<file path="src/rtl/serial_rx_capture.sv">
// serial_rx_capture: 8N1 UART receiver feeding a first-word-fall-through FIFO with sticky error flags.
// Define SERIAL_RX_RTS_EN to build the hysteresis flow-control output on rts.
module serial_rx_capture #(
    parameter int BIT_CYCLES = 87,
    parameter int DEPTH      = 16
) (
    input  logic                     clk,
    input  logic                     reset,
    input  logic                     rxd,
    input  logic                     rd_en,
    input  logic                     clr_err,
    output logic [7:0]               rd_data,
    output logic                     empty,
    output logic                     full,
    output logic [$clog2(DEPTH):0]   count,
    output logic                     frame_err,
    output logic                     overrun,
    output logic                     rts
);
    localparam int AW = $clog2(DEPTH);
    localparam int CW = $clog2(BIT_CYCLES + 1);
    typedef enum logic [2:0] {IDLE, START, DATA, STOP, BREAK} state_t;
    state_t          state;
    logic            s1, s2, rx_d;
    logic [CW-1:0]   cnt;
    logic [2:0]      bit_idx;
    logic [7:0]      shreg;
    logic [7:0]      mem [DEPTH];
    logic [AW-1:0]   wp, rp;
    logic            done, push, ferr_set, pop, wr, ovr_set;
    wire rx = s2;
    assign done     = cnt == CW'(1);
    assign push     = state == STOP && done && rx;
    assign ferr_set = state == STOP && done && !rx;
    assign empty    = count == '0;
    assign full     = count == (AW+1)'(DEPTH);
    assign pop      = rd_en && !empty;
    assign wr       = push && (!full || rd_en);
    assign ovr_set  = push && full && !rd_en;
    assign rd_data  = empty ? 8'h00 : mem[rp];
    always_ff @(posedge clk or posedge reset) begin
        if (reset) begin
            s1   <= 1'b1;
            s2   <= 1'b1;
            rx_d <= 1'b1;
        end else begin
            s1   <= rxd;
            s2   <= s1;
            rx_d <= s2;
        end
    end
    // Counter counts down to 1; the sample is taken on the cycle it reads 1.
    always_ff @(posedge clk or posedge reset) begin
        if (reset) begin
            state   <= IDLE;
            cnt     <= '0;
            bit_idx <= '0;
            shreg   <= '0;
        end else begin
            case (state)
                IDLE: if (rx_d && !rx) begin
                    state <= START;
                    cnt   <= CW'(BIT_CYCLES / 2);
                end
                START: if (done) begin
                    state   <= rx ? IDLE : DATA;
                    cnt     <= CW'(BIT_CYCLES);
                    bit_idx <= '0;
                end else cnt <= cnt - 1'b1;
                DATA: if (done) begin
                    shreg   <= {rx, shreg[7:1]};
                    bit_idx <= bit_idx + 1'b1;
                    cnt     <= CW'(BIT_CYCLES);
                    if (bit_idx == 3'd7) state <= STOP;
                end else cnt <= cnt - 1'b1;
                STOP: if (done) state <= rx ? IDLE : BREAK;
                else cnt <= cnt - 1'b1;
                BREAK: if (rx) state <= IDLE;
                default: state <= IDLE;
            endcase
        end
    end
    always_ff @(posedge clk) if (wr) mem[wp] <= shreg;
    always_ff @(posedge clk or posedge reset) begin
        if (reset) begin
            wp        <= '0;
            rp        <= '0;
            count     <= '0;
            frame_err <= 1'b0;
            overrun   <= 1'b0;
        end else begin
            wp        <= wr ? wp + 1'b1 : wp;
            rp        <= pop ? rp + 1'b1 : rp;
            count     <= count + (AW+1)'(wr) - (AW+1)'(pop);
            frame_err <= ferr_set | (frame_err & !clr_err);
            overrun   <= ovr_set | (overrun & !clr_err);
        end
    end
`ifdef SERIAL_RX_RTS_EN
    always_ff @(posedge clk or posedge reset) begin
        if (reset) rts <= 1'b0;
        else rts <= count >= (AW+1)'(DEPTH - 4) ? 1'b1 : count <= (AW+1)'(DEPTH / 2) ? 1'b0 : rts;
    end
`else
    assign rts = 1'b0;
`endif
endmodule

</file>
<file path="config.mk">
export PLATFORM = sky130hd
export DESIGN_NAME = serial_rx_capture
export DESIGN_NICKNAME = d
export VERILOG_FILES = /design/src/rtl/serial_rx_capture.sv
export SDC_FILE = /design/constraint.sdc
export NUM_CORES = 1
export LEC_CHECK = 0
export ABC_AREA = 0
export ABC_CLOCK_PERIOD_IN_PS = 3380
export BUFFER_PORTS_ARGS = -buffer_cell sky130_fd_sc_hd__buf_2
export CORE_ASPECT_RATIO = 1.4
export CORE_UTILIZATION = 30
export CTS_BUF_LIST = sky130_fd_sc_hd__clkbuf_8 sky130_fd_sc_hd__clkbuf_16
export DETAILED_ROUTE_END_ITERATION = 7
export SLEW_MARGIN = 40
export SYNTH_ARGS = -nofsm -noshare
export SYNTH_HDL_FRONTEND = slang
export SYNTH_SLANG_ARGS = --single-unit
</file>
<file path="constraint.sdc">
create_clock -name clk -period 3.38 [get_ports clk]
set_input_delay 0.507 -clock clk [delete_from_list [all_inputs] [get_ports clk]]
set_output_delay 0.507 -clock clk [all_outputs]
set_load 0.05 [all_outputs]
</file>
==> results.json, run 1 <==
{
  "root_buffer": "clkbuf_16",
  "synth-adder-area-share_pct": 2.94,
  "die_h_um": 183,
  "synth_compound_area_share_pct": 4.45,
  "avgSynthCellArea_um2": 17.5,
  "cts-resized-gates": 0,
  "critPathKind": "register to output pin",
  "final_hold_viol_count": 0,
  "muxShareOfSynthArea_pct": 14.2,
  "cap_viol_max_count": 0,
  "numPortBuffers": 21,
  "min_path_type": "primary input to asynchronous set/reset pin",
  "synth-edff-count": 128,
  "h-tree-depth": 4,
  "track_usage_pct": 11.6,
  "synth_area_leader_cell": "edfxtp_1",
  "synthCells": 402,
  "max_freq_mhz": 318,
  "grt_antenna_before_repair": 0,
  "hold_buffers": 0,
  "async_reset_ff_share_pct": 23.4,
  "ys.flop_type": "edfxtp_1",
  "cts_tree": "built",
  "yosysSeqAreaShare_pct": 68.4,
  "coreArea_um2": 23100,
  "synth_top_area_share_pct": 54.5,
  "synth-warning-count": 0,
  "fp.dieArea_um2": 24100,
  "placed_cell_area_um2": 7530,
  "cp_data_arrival_time_ps": 2630,
  "leakagePower_nw": 2.82,
  "overflow": 0,
  "ant_nets": 0,
  "synth_nets": 423,
  "tns_ps": 0,
  "stdcell_area_um2": 8100,
  "violations": "design-rule violations",
  "skew_ps": 7.60,
  "synth-seq-cells": 167,
  "yosys-top-cells-count": "edfxtp_1 (128), dfrtp_1 (36), mux4_2 (32)",
  "period_share_pct": 92.9,
  "rsz0062_at_grt": "no",
  "worstSetupEndpointType": "output pin",
  "slew_violations": 0,
  "yosysMostFrequentCell": "edfxtp_1",
  "diodes": 0,
  "path_max_fanout": 19,
  "worstPathRequired_ps": 2870,
  "critPathSlowestCell": "dfrtp_2",
  "dr.first_iter.drc_count": 138,
  "cts_post_setup_buffers_inserted": 0,
  "ys_types": 52,
  "die_x_um": 132,
  "synth_top_family_by_area": "multiplexers",
  "firstDrtPassIters": 6,
  "tightest_slew_ps": 695,
  "gp_congestion": 0.764,
  "via_count": 3542,
  "clk-insertion-delay-late_ps": 420,
  "areaGrowthSynthToFinish_pct": 14.8,
  "clk_pin_slew_ps": 60,
  "fillers": 2200,
  "fin_util_pct": 35.0,
  "synth.area.top_cells": "edfxtp_1 (54%), dfrtp_1 (13%), mux4_2 (10%)",
  "startpoint_type": "register",
  "place.detailed.hpwl_mm": 8.62,
  "numCtsBuffers": 17,
  "post_drt_via_cell_ratio": 4.74,
  "setup_viol": 0,
  "synth_xor_area_share_pct": 1.61,
  "wl_mm": 13.3,
  "grt_max_degree": 27,
  "cts_buffer_depth": 2,
  "nNetsFinal": 449,
  "status": "finished with violations",
  "path_cells": "mux4_2 > mux2_2 > o21bai_1 > a21oi_1 > buf_2",
  "drc": 2,
  "grt_pass1_vias": 3787,
  "synthSimpleGateAreaFrac_pct": 6.15,
  "max_slew_margin_pct": 53.6,
  "num_rows": 66,
  "synth_area_um2": 7050,
  "vdd_drop_max_mv": 0.523,
  "fin_crit_ps": 3140,
  "start_util_pct": 30.5,
  "power_density_nw_per_um2": 774,
  "grt_pass1_wl_mm": 21.1,
  "cpPeakStageDelay_ps": 770,
  "cts.sinks": 167,
  "drive_above_1_share_pct": 27.0,
  "wl_per_cell_um": 17.8,
  "ios": 23
}
-- critical path: cells and delay by family (launching register included) --
| family | cells | cell delay [ps] |
|---|---|---|
| AO/OA/AOI/OAI | 2 | 300 |
| buffers and inverters | 1 | 260 |
| flip-flops | 1 | 770 |
| multiplexers | 2 | 880 |
-- flip-flops by register name (all words and copies together), names as in the netlist --
name,count
state,3
overrun,1
rx_d,1
mem,128
count,5
s1,1
cnt,7
bit_idx,3
frame_err,1
wp,4
rx,1
shreg,8
rp,4
-- worst paths after layout --
check	cells past startpoint	start	to	slack, ps
min in group clk	1	rxd	s1	190
worst min register to register	0	s1	rx	360
worst max register to register	14	cnt[1]	count[4]	410
worst max-delay path	5	rp[1]	rd_data[7]	240
worst min-delay path	2	reset	frame_err	190
max in group asynchronous	3	reset	rx_d	2390
-- cells by family after synthesis --
group,count (synthesis)
flops,167
simple gates,63
mux,58
compound gates,49
buf+inv,35
fa+ha+maj,16
xor+xnor,13
other cells,1
-- layout by cell type, fill, tap and decap left out, drive strengths merged, types with 4 or more instances in the layout --
| cell type | Yosys | routed |
|---|---|---|
| clkbuf | 8 | 17 |
| nor3b | 5 | 5 |
| a21oi | 19 | 19 |
| clkinvlp | 0 | 4 |
| o21bai | 9 | 9 |
| buf | 13 | 28 |
| edfxtp | 128 | 128 |
| nor3 | 5 | 5 |
| nand2 | 8 | 8 |
| o21ai | 4 | 4 |
| inv | 14 | 21 |
| mux2i | 8 | 8 |
| mux2 | 18 | 18 |
| nor2 | 8 | 8 |
| dfrtp | 36 | 36 |
| xnor2 | 6 | 6 |
| mux4 | 32 | 32 |
| and3 | 13 | 13 |
| nor2b | 5 | 5 |
| ha | 15 | 15 |
| xor2 | 7 | 7 |
-- through the flow --
step	instances	hold WS, ps	power (W)	worst slack, ps
6_report	747	190	0.00626	239
5_1_grt	747	176	0.00656	74.1
4_1_cts	747	179	0.00634	167
3_5_place_dp	715	356	0.00449	423
3_3_place_gp	715	347	0.00445	508
2_1_floorplan	402	345	0.00405	37.6
-- report_power, final --
part	total [W]	internal, W	switching, W
clock network	0.00185	0.00103	0.000817
logic	0.00184	0.000740	0.00110
registers	0.00258	0.00231	0.000273
-- final cells by class --
type	count	area [µm²]	area share, %
well taps	306	383	4.73
repair buffers	28	158	1.95
flip-flops and latches	167	4820	59.6
multi-input cells	200	2110	26.0
inverters	14	52.6	0.649
clock buffers	17	425	5.25
clock inverters	15	145	1.79
-- metal layers --
metal  global-route usage [%]  share of wire (%)
met1                     13.3                 42
met2                     21.7                 55
met3                     2.04                2.1
met4                     4.19                1.2
met5                        0                  0
(Power assumes the default switching activity.)
==> run 2: changes to the inputs <==
ABC_CLOCK_PERIOD_IN_PS = 3200   (was 3380)
CELL_PAD_IN_SITES_DETAIL_PLACEMENT = 0   (was not set)
CELL_PAD_IN_SITES_GLOBAL_PLACEMENT = 2   (was not set)
PLACE_DENSITY_LB_ADDON = 0.1   (was not set)
clock period = 3.2 ns   (was 3.38 ns; I/O delays follow)
==> run 2 against run 1 <==
The run now ends clean. Global-route usage rose by 2.2 points. Via count increased by 1.1%. First-iteration DRC count up 54%.
==> results.json, run 2 (same netlist as run 1, synthesis figures left out) <==
{
  "setup_slack_ps": 242,
  "die_x_um": 132,
  "vdd_drop_max_mv": 0.419,
  "hold_buffers": 0,
  "track_usage_pct": 13.8,
  "root_buffer": "clkbuf_16",
  "min_path_type": "primary input to asynchronous set/reset pin",
  "period_share_pct": 92.4,
  "startpoint": "rp[1]",
  "num_rows": 66,
  "post_drt_via_cell_ratio": 4.76,
  "grt_antenna_before_repair": 0,
  "leakagePower_nw": 2.84,
  "skew_ps": 14.2,
  "grt_pass1_vias": 3992,
  "wl_mm": 15.4,
  "drive_above_1_share_pct": 28.9,
  "cap_viol_max_count": 0,
  "overflow": 0,
  "ant_nets": 0,
  "regMostFlops": "mem",
  "areaGrowthSynthToFinish_pct": 15.4,
  "drc": 0,
  "rsz0062_at_grt": "no",
  "top_regs": "mem: 128 flops, shreg: 8 flops, cnt: 7 flops",
  "cts_tree": "built",
  "cts_post_setup_buffers_inserted": 0,
  "start_util_pct": 30.5,
  "endpoint": "rd_data[7]",
  "critPathKind": "register to output pin",
  "tightest_slew_ps": 755,
  "cts.sinks": 167,
  "die_h_um": 183,
  "place_ws_ps": 392,
  "reg2reg_from": "cnt[1]",
  "worstSetupEndpointType": "output pin",
  "firstDrtPassIters": 4,
  "ios": 23,
  "power_density_nw_per_um2": 813,
  "rr_worst_depth": 14,
  "h-tree-depth": 4,
  "startpoint_type": "register",
  "clk-insertion-delay-late_ps": 420,
  "r2r_end": "count[4]",
  "numPortBuffers": 21,
  "worstPathRequired_ps": 2720,
  "coreArea_um2": 23100,
  "tns_ps": 0,
  "cts-resized-gates": 0,
  "dr.first_iter.drc_count": 213,
  "via_count": 3581,
  "slew_violations": 0,
  "status": "complete, no violations",
  "max_freq_mhz": 338,
  "place.detailed.hpwl_mm": 9.99,
  "numCtsBuffers": 17,
  "totalPowerFinal_w": 0.00661,
  "most-common-layout-cells": "edfxtp_1 (128), dfrtp_1 (33), mux4_2 (32), buf_2 (21), a21oi_1 (19)",
  "final_common_cell": "edfxtp_1",
  "largest_register_ffs": 128,
  "grt_max_degree": 31,
  "setup_viol": 0,
  "clk_pin_slew_ps": 70,
  "nNetsFinal": 455,
  "diodes": 0,
  "final_hold_viol_count": 0,
  "gp_congestion": 0.710,
  "path_max_fanout": 26,
  "fin_crit_ps": 2960,
  "fillers": 2257,
  "max_slew_margin_pct": 49.6,
  "fp.dieArea_um2": 24100,
  "cp_data_arrival_time_ps": 2480,
  "r2r_slack_ps": 410,
  "wl_per_cell_um": 20.4,
  "cts_buffer_depth": 2,
  "grt_pass1_wl_mm": 24.0
}
## run 2: worst min path at each step
| stage | startpoint | endpoint | slack, ps | depth (start not counted) |
|---|---|---|---|---|
| after floorplan | s1 | rx | 350 | 0 |
| after global placement | s1 | rx | 350 | 0 |
| after detailed placement | s1 | rx | 350 | 0 |
| after CTS | reset | count[4] | 50 | 2 |
| after global routing | reset | count[4] | 70 | 2 |
| final | reset | count[4] | 50 | 2 |
## run 2: per-layer routing
| metal | global-route usage, % | part of all wire [%] | vias to the layer above |
|---|---|---|---|
| met5 | 0 | 0 | - |
| met4 | 4.98 | 1.4 | 0 |
| met3 | 2.76 | 1.9 | 17 |
| met2 | 25.8 | 56 | 42 |
| met1 | 15.5 | 41 | 1888 |
| li1 | - | - | 1634 |
## run 2: cell type report
cell class              count  area (µm²)  area share (%)
clock buffers              17         425            5.23
clock inverters            15         105            1.29
multi-input cells         200        2120            26.0
flip-flops and latches    167        4830            59.3
repair buffers             34         228            2.80
inverters                  14        52.6           0.646
well taps                 306         383            4.70
## run 2: where the power goes
part           internal (W)  switching, W  total, W
sequential          0.00244      0.000241   0.00268
combinational      0.000840       0.00125   0.00209
clock              0.000991      0.000848   0.00184
total               0.00427       0.00234   0.00661
## run 2: metrics by stage
step | area [µm²] | utilization (%) | cells | hold WS, ps
floorplan | 7090 | - | 402 | 345
global placement | 7610 | 32.9 | 721 | 349
detailed placement | 7610 | 32.9 | 721 | 350
CTS | 8140 | 35.2 | 753 | 52.8
global route | 8140 | 35.2 | 753 | 69.3
finish | 8140 | 35.2 | 753 | 46.5
## run 2: critical path, cell delays in order (launching register included)
cell      delay (ps)
dfrtp_2          380
buf_12           220
mux4_2           540
mux2_2           310
o21bai_1         210
a21oi_1           90
buf_2            270
==> run 3: changes to the inputs <==
CORE_UTILIZATION = 47   (was 30)
==> run 3 against run 2 <==
Sequential cell count unchanged. Largest cell class unchanged. Global-route usage up 5.2 points. Critical path type unchanged. Power up 3.6%.
==> results.json, run 3 (same netlist as run 1, synthesis figures left out) <==
{
  "track_usage_pct": 19.0,
  "skew_ps": 14.1,
  "grt_antenna_before_repair": 0,
  "cap_viol_max_count": 0,
  "cts-resized-gates": 0,
  "num_rows": 52,
  "numCtsBuffers": 17,
  "ant_nets": 0,
  "stdcell_area_um2": 8050,
  "cts_tree": "built",
  "grt_max_degree": 27,
  "drc": 0,
  "gr-usage-met2_pct": 34.2,
  "most-common-layout-cells": "edfxtp_1 (128), dfrtp_1 (33), mux4_2 (32), buf_2 (21), a21oi_1 (19)",
  "stdcell_count": 633,
  "startpoint_type": "register",
  "grt_pass1_vias": 3728,
  "nNetsFinal": 452,
  "via_count": 3509,
  "leakagePower_nw": 2.86,
  "final_common_cell": "edfxtp_1",
  "startpoint": "rp[3]",
  "path_max_fanout": 24,
  "areaGrowthSynthToFinish_pct": 14.0,
  "max_slew_margin_pct": 53.7,
  "critPathKind": "register to output pin",
  "ios": 23,
  "tightest_slew_ps": 694,
  "coreArea_um2": 14600,
  "worstPathRequired_ps": 2720,
  "max_freq_mhz": 341,
  "overflow": 0,
  "setup_viol": 0,
  "drive_above_1_share_pct": 28.4,
  "die_h_um": 147,
  "cp_data_arrival_time_ps": 2460,
  "largest_register_ffs": 128,
  "power_density_nw_per_um2": 852,
  "top_regs": "mem: 128 flops, shreg: 8 flops, cnt: 7 flops",
  "fin_crit_ps": 2940,
  "tns_ps": 0,
  "firstDrtPassIters": 4,
  "met3_usage_pct": 3.99,
  "vdd_drop_max_mv": 0.581,
  "dr.first_iter.drc_count": 135,
  "placed_cell_area_um2": 7430,
  "post_drt_via_cell_ratio": 5.54,
  "clk_pin_slew_ps": 70,
  "final_hold_viol_count": 0,
  "rsz0062_at_grt": "no",
  "numPortBuffers": 21,
  "reg2reg_from": "cnt[1]",
  "wl_per_cell_um": 21.1,
  "gp_congestion": 0.755,
  "h-tree-depth": 4,
  "min_path_type": "primary input to asynchronous set/reset pin",
  "hold_buffers": 0,
  "regMostFlops": "mem",
  "slew_violations": 0,
  "cts_post_setup_buffers_inserted": 0,
  "die_x_um": 106,
  "cts_buffer_depth": 2,
  "place.detailed.hpwl_mm": 8.62,
  "fp.dieArea_um2": 15500,
  "wl_mm": 13.4,
  "status": "complete, no violations",
  "grt_pass1_wl_mm": 21.3,
  "cts.sinks": 167,
  "place_inst": 601,
  "clk-insertion-delay-late_ps": 420,
  "grt_busiest_layer": "met2",
  "grt_use_met1_pct": 23.1,
  "period_share_pct": 91.7,
  "diodes": 0,
  "root_buffer": "clkbuf_16",
  "start_util_pct": 48.4,
  "worstSetupEndpointType": "output pin"
}
-- run 3: routing by layer --
layer  share of wire, %  up-vias  wire length (µm)
met4                1.4        0               183
li1                   -     1632                 -
met3                2.0       13               272
met2                 55       48              7360
met5                  0        -                 0
met1                 42     1816              5570
-- run 3: path summary, 6_finish.rpt --
path | cells past startpoint | endpoint | slack (ps)
max | 6 | rd_data[5] | 260
min | 2 | count[0] | 100
max reg2reg | 14 | count[4] | 400
min reg2reg | 0 | rx | 360
max in group asynchronous | 3 | rx_d | 2270
min in group clk | 1 | s1 | 160
-- run 3: through the flow --
stage               hold WS, ps  worst slack [ps]  total power (W)  util [%]
floorplan                   345              23.5          0.00429         -
global placement            347               438          0.00479      51.0
detailed placement          350               375          0.00482      51.0
CTS                         117               196          0.00694      55.2
global route                140               127          0.00718      55.2
finish                      102               265          0.00685      55.2
-- run 3: layout make-up --
cell class	instances	area (µm²)
clock inverter	15	188
fill	1175	6530
tap	189	236
multi-input combinational	200	2110
inverter	14	52.6
timing repair buffer	31	205
clock buffer	17	425
sequential	167	4830
-- run 3: worst max-delay path, cell delays in order (launching register included) --
cell      delay [ps]
dfrtp_1          370
buf_4            370
mux4_2           390
mux2_2           290
o21bai_1         240
a21oi_1           80
buf_2            250
-- run 3: power breakdown --
part           total, W  internal [W]  switching, W
combinational   0.00204      0.000831       0.00121
sequential      0.00268       0.00244      0.000241
clock           0.00213       0.00125      0.000876
